$ cat src/rtl/uart_pkg.sv
// Shared definitions for the queued 8N1 UART transmitter.
package uart_pkg;

  // Transmit FSM encoding
  typedef enum logic [1:0] {
    ST_IDLE  = 2'd0,
    ST_START = 2'd1,
    ST_DATA  = 2'd2,
    ST_STOP  = 2'd3
  } state_t;

  // One start bit, eight data bits and one stop bit per frame
  localparam int unsigned FRAME_BITS = 10;
  localparam int unsigned DATA_BITS  = FRAME_BITS - 2;

  // Smallest usable bit period in clock cycles
  localparam int unsigned DIV_MIN = 2;

endpackage

$ cat src/rtl/sync_fifo.sv
// Single-clock show-ahead FIFO with a registered occupancy count.
module sync_fifo #(
  parameter int unsigned WIDTH = 8,
  parameter int unsigned DEPTH = 16
) (
  input  logic                     clk,
  input  logic                     reset,
  input  logic                     i_wr_en,
  input  logic [WIDTH-1:0]         i_wr_data,
  input  logic                     i_rd_en,
  output logic [WIDTH-1:0]         o_rd_data,
  output logic                     o_empty,
  output logic                     o_full,
  output logic [$clog2(DEPTH):0]   o_level
);

  localparam int unsigned AW = $clog2(DEPTH);
  localparam int unsigned LW = AW + 1;

  logic [WIDTH-1:0] r_mem [DEPTH];
  logic [AW-1:0]    r_wr_ptr;
  logic [AW-1:0]    r_rd_ptr;
  logic [LW-1:0]    r_count;
  logic             w_wr;
  logic             w_rd;

  // Flags come straight from the registered count
  assign o_empty   = (r_count == '0);
  assign o_full    = (r_count == LW'(DEPTH));
  assign o_level   = r_count;
  assign o_rd_data = r_mem[r_rd_ptr];

  // Overflowing writes and underflowing reads are ignored
  assign w_wr = i_wr_en && !o_full;
  assign w_rd = i_rd_en && !o_empty;

  // Storage array; no reset needed, contents are qualified by the count
  always_ff @(posedge clk) begin
    if (w_wr) begin
      r_mem[r_wr_ptr] <= i_wr_data;
    end
  end

  // Pointer and count update; pointers wrap naturally since DEPTH is a power of two
  always_ff @(posedge clk) begin
    if (reset) begin
      r_wr_ptr <= '0;
      r_rd_ptr <= '0;
      r_count  <= '0;
    end else begin
      if (w_wr) begin
        r_wr_ptr <= r_wr_ptr + AW'(1);
      end
      if (w_rd) begin
        r_rd_ptr <= r_rd_ptr + AW'(1);
      end
      case ({w_wr, w_rd})
        2'b10:   r_count <= r_count + LW'(1);
        2'b01:   r_count <= r_count - LW'(1);
        default: r_count <= r_count;
      endcase
    end
  end

endmodule

$ cat src/rtl/uart_tx_queue.sv
// 8N1 UART transmitter fed by a byte FIFO; frames go out back-to-back, LSB first.
module uart_tx_queue
  import uart_pkg::*;
#(
  parameter int unsigned FIFO_DEPTH = 16,
  parameter int unsigned DIV_WIDTH  = 32
) (
  input  logic                          clk,
  input  logic                          reset,
  input  logic [DIV_WIDTH-1:0]          cfg_div,
  input  logic                          in_valid,
  input  logic [7:0]                    in_data,
  output logic                          in_ready,
  output logic                          ser_tx,
  output logic                          busy,
  output logic [$clog2(FIFO_DEPTH):0]   fifo_level
);

  localparam int unsigned LW = $clog2(FIFO_DEPTH) + 1;

  state_t               r_state;
  state_t               w_state_nxt;
  logic [DIV_WIDTH-1:0] r_cnt;
  logic [DIV_WIDTH-1:0] w_cnt_nxt;
  logic [DIV_WIDTH-1:0] r_div_q;
  logic [DIV_WIDTH-1:0] w_div_q_nxt;
  logic [2:0]           r_bit_idx;
  logic [2:0]           w_bit_idx_nxt;
  logic [7:0]           r_shreg;
  logic [7:0]           w_shreg_nxt;
  logic                 r_ser_tx;
  logic                 w_ser_tx_nxt;
  logic                 w_pop;
  logic                 w_push;
  logic [7:0]           w_fifo_data;
  logic                 w_fifo_empty;
  logic                 w_fifo_full;
  logic [LW-1:0]        w_level;
  logic [DIV_WIDTH-1:0] w_div_clamp;
  logic                 w_bit_done;

  // Byte queue between the producer and the shifter
  sync_fifo #(
    .WIDTH (8),
    .DEPTH (FIFO_DEPTH)
  ) u_fifo (
    .clk       (clk),
    .reset     (reset),
    .i_wr_en   (w_push),
    .i_wr_data (in_data),
    .i_rd_en   (w_pop),
    .o_rd_data (w_fifo_data),
    .o_empty   (w_fifo_empty),
    .o_full    (w_fifo_full),
    .o_level   (w_level)
  );

  // Ready is based on the registered count only, so a pop never frees a slot in the same cycle
  assign in_ready   = !w_fifo_full;
  assign w_push     = in_valid && in_ready;
  assign fifo_level = w_level;
  assign busy       = (r_state != ST_IDLE) || (w_level != '0);
  assign ser_tx     = r_ser_tx;

  // Bit period used for the next frame; 0 and 1 would make bits too short to time
  assign w_div_clamp = (cfg_div < DIV_WIDTH'(DIV_MIN)) ? DIV_WIDTH'(DIV_MIN) : cfg_div;
  assign w_bit_done  = (r_cnt == '0);

  // State and datapath registers; reset drops the line high immediately
  always_ff @(posedge clk) begin
    if (reset) begin
      r_state   <= ST_IDLE;
      r_cnt     <= '0;
      r_div_q   <= DIV_WIDTH'(DIV_MIN);
      r_bit_idx <= '0;
      r_shreg   <= '0;
      r_ser_tx  <= 1'b1;
    end else begin
      r_state   <= w_state_nxt;
      r_cnt     <= w_cnt_nxt;
      r_div_q   <= w_div_q_nxt;
      r_bit_idx <= w_bit_idx_nxt;
      r_shreg   <= w_shreg_nxt;
      r_ser_tx  <= w_ser_tx_nxt;
    end
  end

  // Next-state, bit timer and line level; the line register lags the state by one cycle
  always_comb begin
    w_state_nxt   = r_state;
    w_cnt_nxt     = r_cnt;
    w_div_q_nxt   = r_div_q;
    w_bit_idx_nxt = r_bit_idx;
    w_shreg_nxt   = r_shreg;
    w_ser_tx_nxt  = 1'b1;
    w_pop         = 1'b0;

    case (r_state)
      ST_IDLE: begin
        w_ser_tx_nxt = 1'b1;
        if (!w_fifo_empty) begin
          w_pop       = 1'b1;
          w_shreg_nxt = w_fifo_data;
          w_div_q_nxt = w_div_clamp;
          w_cnt_nxt   = w_div_clamp - DIV_WIDTH'(1);
          w_state_nxt = ST_START;
        end
      end

      ST_START: begin
        w_ser_tx_nxt = 1'b0;
        if (w_bit_done) begin
          w_cnt_nxt     = r_div_q - DIV_WIDTH'(1);
          w_bit_idx_nxt = '0;
          w_state_nxt   = ST_DATA;
        end else begin
          w_cnt_nxt = r_cnt - DIV_WIDTH'(1);
        end
      end

      ST_DATA: begin
        w_ser_tx_nxt = r_shreg[r_bit_idx];
        if (w_bit_done) begin
          w_cnt_nxt = r_div_q - DIV_WIDTH'(1);
          if (r_bit_idx == 3'(DATA_BITS - 1)) begin
            w_state_nxt = ST_STOP;
          end else begin
            w_bit_idx_nxt = r_bit_idx + 3'(1);
          end
        end else begin
          w_cnt_nxt = r_cnt - DIV_WIDTH'(1);
        end
      end

      ST_STOP: begin
        w_ser_tx_nxt = 1'b1;
        if (w_bit_done) begin
          if (!w_fifo_empty) begin
            // Chain straight into the next frame with no idle gap
            w_pop       = 1'b1;
            w_shreg_nxt = w_fifo_data;
            w_div_q_nxt = w_div_clamp;
            w_cnt_nxt   = w_div_clamp - DIV_WIDTH'(1);
            w_state_nxt = ST_START;
          end else begin
            w_state_nxt = ST_IDLE;
          end
        end else begin
          w_cnt_nxt = r_cnt - DIV_WIDTH'(1);
        end
      end

      default: begin
        w_state_nxt = ST_IDLE;
      end
    endcase
  end

endmodule

$ cat config.mk
export PLATFORM = sky130hd
export DESIGN_NAME = uart_tx_queue
export DESIGN_NICKNAME = d
export VERILOG_FILES = /design/src/rtl/uart_pkg.sv /design/src/rtl/sync_fifo.sv /design/src/rtl/uart_tx_queue.sv
export SDC_FILE = /design/constraint.sdc
export NUM_CORES = 1
export LEC_CHECK = 0
export BUFFER_PORTS_ARGS = -buffer_cell sky130_fd_sc_hd__buf_2
export CORE_MARGIN = 2
export CORE_UTILIZATION = 27
export DETAILED_ROUTE_END_ITERATION = 8
export GPL_TIMING_DRIVEN = 0
export RECOVER_POWER = 100
export REMOVE_ABC_BUFFERS = 1
export SLEW_MARGIN = 20
export SYNTH_ARGS = -nofsm -noshare
export SYNTH_HDL_FRONTEND = slang
export SYNTH_SLANG_ARGS = --single-unit
$ cat constraint.sdc
create_clock -name clk -period 9.44 [get_ports clk]
set_input_delay 2.832 -clock clk [delete_from_list [all_inputs] [get_ports clk]]
set_output_delay 2.832 -clock clk [all_outputs]
set_load 0.01 [all_outputs]
==> results.yml <==
drt:
  wl_mm: 28.1
  vias: 8089
  dr.pass1.iters: 5
  avgRoutedWirePerCell_um: 17.3
  ant_nets: 0
  drcViolationCount: 0
  drt-initial-drc-count: 714
  via_per_inst: 4.99
yosys:
  ys_async_sr_fraction_pct: 0
  ys.flop_type: "edfxtp_1"
  synth_top_area_share_pct: 34.6
  synth_area_um2: 11100
  ys_seq_area_share_pct: 51.6
  synth_area_leaders: "edfxtp_1 35%, dfxtp_1 17%, mux4_2 8.5%"
  synth_edf_count: 128
  syn-instance-count: 1040
  ys_seq_elements: 223
  yosysWarnings: 0
  ys_types: 63
  syn_area_per_cell_um2: 10.7
  yosysTopAreaCell: "edfxtp_1"
clock_tree:
  clk_latency_ns: 0.54
  cts_hold_buf: 0
  post_cts_buffers: 0
  htreeDepth: 1
  cts_buffers: 23
  cts.sinks: 223
  clkTransAtPathRegs_ns: 0.06
  cts_buffer_depth: 3
  ctsRootBufferMaster: "clkbuf_16"
  cts_tree: "built"
  cts_resized: 0
grt:
  grt.overflow.total: 0
  grt_antenna_before_repair: 2
  grtUsageTotal_pct: 13.2
  grt_pass1_vias: 7801
  grt_pass1_wl_mm: 44.3
  grt_max_degree: 57
pwr:
  power_density_nw_per_um2: 315
  seqPwrFrac_pct: 34.6
  switching_share_pct: 40.9
  combPwrFrac_pct: 42.6
  p_leak_uw: 0.00432
  p_clk_share_pct: 22.8
  p_int_uw: 2360
  irDropWorstVdd_mv: 0.195
  p_sw_uw: 1630
worst_hold_path:
  holdCritStartpoint: "r_shreg[4]"
  min_path_type: "register to register"
worst_setup_path:
  critPathLaunch: "reset"
  required_ns: 9.87
  crit_slowest_cell: "clkbuf_1"
  crit_path_end_kind: "register"
  worstPathCellList: "clkbuf_1 -> clkbuf_1 -> nor2_1 -> nor2_1 -> a211oi_1 -> a211o_1"
  worstSetupPathType: "primary input to register"
  r2r-start: "r_cnt[0]"
  crit_path_start_kind: "primary input"
  rrSetupSlack_ns: 3.83
  cp.arrival_ns: 7.98
  slowest_delay_ns: 2.06
  critPathMaxFanout: 56
sta:
  fin_crit_ns: 7.55
  slew-limit-headroom_pct: -87.9
  finalSetupTns_ns: 0
  fin_crit_sh_pct: 80.0
  rsz0062_at_grt: "no"
  tightest_slew_ns: 2.82
  fmaxAchievable_mhz: 132
  slew_violations: 100
  hold_viol: 0
  finClkSkew_ns: 0.0131
  whs_ns: 0.449
  finalSetupViolations: 0
cells_and_area:
  multi_input_area_um2: 5080
  syn_to_final_growth_pct: 13.8
  layout_commonest_cell: "nand2_1"
  nets: 1132
  drive_gt1_share_pct: 11.7
  final_cell_mix: "145 x nand2_1, 128 x edfxtp_1, 112 x nor2_1, 93 x dfxtp_1, 80 x a21oi_1"
  regArea_um2: 5750
  fillers: 4196
die:
  row_count: 74
  core_area_um2: 40700
  die_area_um2: 42800
  fp.dieH_um: 207
  io_pins: 51
  die_w_um: 207
  initial_utilization_pct: 27.3
place:
  dpl.hpwl_mm: 19.8
  numPortBuffers: 50
  gp_congestion: 0.869
run:
  maxCapViolCount: 4
status:
  outcome: "finished, violations left"
  violations: "capacitance limit, slew limit"
-- layer usage --
metal / track usage, % / vias up / share of wire (%)
met5: 0 / - / 0
met4: 3.67 / 0 / 2.9
met3: 2.64 / 50 / 6.2
met2: 22.0 / 237 / 47
met1: 17.3 / 3899 / 43
li1: - / 3903 / -
-- power groups by stage --
stage / logic [µW] / registers [µW] / clock network, µW
after CTS: 1740 / 1380 / 931
after detailed placement: 1730 / 1400 / 0
after global routing: 1880 / 1410 / 976
after global placement: 1600 / 1390 / 0
after floorplan: 1160 / 1360 / 0
final: 1700 / 1380 / 908
-- synthesized netlist by cell type, types with 8 or more instances --
cell      number
nand4_1       11
o21ai_0       29
nand3_1       13
a211oi_1       8
clkbuf_1      34
ha_1          19
mux4_2        42
xor2_1        53
o211ai_1      11
nor3_1        35
or3_1          9
inv_1         19
a21oi_1       80
edfxtp_1     128
buf_1         11
xnor2_1       34
nor2_1       112
dfxtp_1       95
nor4_1        22
nand2_1      146
or4_1         15
-- critical path, delay by kind of cell --
family / cells / cell delay (ns)
compound gates: 2 / 0.41
buf+inv: 2 / 2.78
simple gates: 2 / 1.92
-- state kept, by name, indices dropped and copies added (netlist names), named ones only --
signal	count
r_cnt	32
r_state	2
ser_tx	1
r_div_q	32
r_bit_idx	3
r_shreg	8
u_fifo.r_mem	128
u_fifo.r_wr_ptr	4
u_fifo.o_level	5
u_fifo.r_rd_ptr	4
-- final timing paths --
check | to | cells past startpoint
max | r_cnt[30] | 6
min | r_shreg[4] | 2
max reg2reg | r_div_q[25] | 10
min reg2reg | r_shreg[4] | 2
-- logic make-up (layout without fill, tap and decap cells) --
| logic type | count (synthesis) | in the layout | share of synthesized area (%) |
|---|---|---|---|
| buf+inv | 72 | 118 | 2.63 |
| other cells | 0 | 3 | 0 |
| mux | 47 | 47 | 8.96 |
| compound gates | 190 | 190 | 10.7 |
| xor+xnor | 87 | 87 | 6.85 |
| simple gates | 401 | 401 | 16.9 |
| fa+ha+maj | 20 | 20 | 2.32 |
| flops | 223 | 223 | 51.6 |
-- cell type report --
class | count | share of cell area, %
inverter | 19 | 0.564
clock inverter | 7 | 0.573
tap | 532 | 5.26
sequential | 223 | 45.4
clock buffer | 35 | 5.30
antenna | 3 | 0.0593
multi-input combinational | 745 | 40.2
timing repair buffer | 57 | 2.64
-- metrics by stage --
step           total power [µW]  util (%)  area [µm²]  setup slack [ns]  instances
2_1_floorplan              2520         -       10900              3.48        987
3_3_place_gp               3000      29.0       11800              2.25       1569
3_5_place_dp               3130      29.5       12000              2.45       1576
4_1_cts                    4050      31.4       12800              3.03       1618
5_1_grt                    4270      31.1       12700              1.37       1619
6_report                   3990      31.1       12700              1.89       1621
Power figures use the tool's default switching activity.
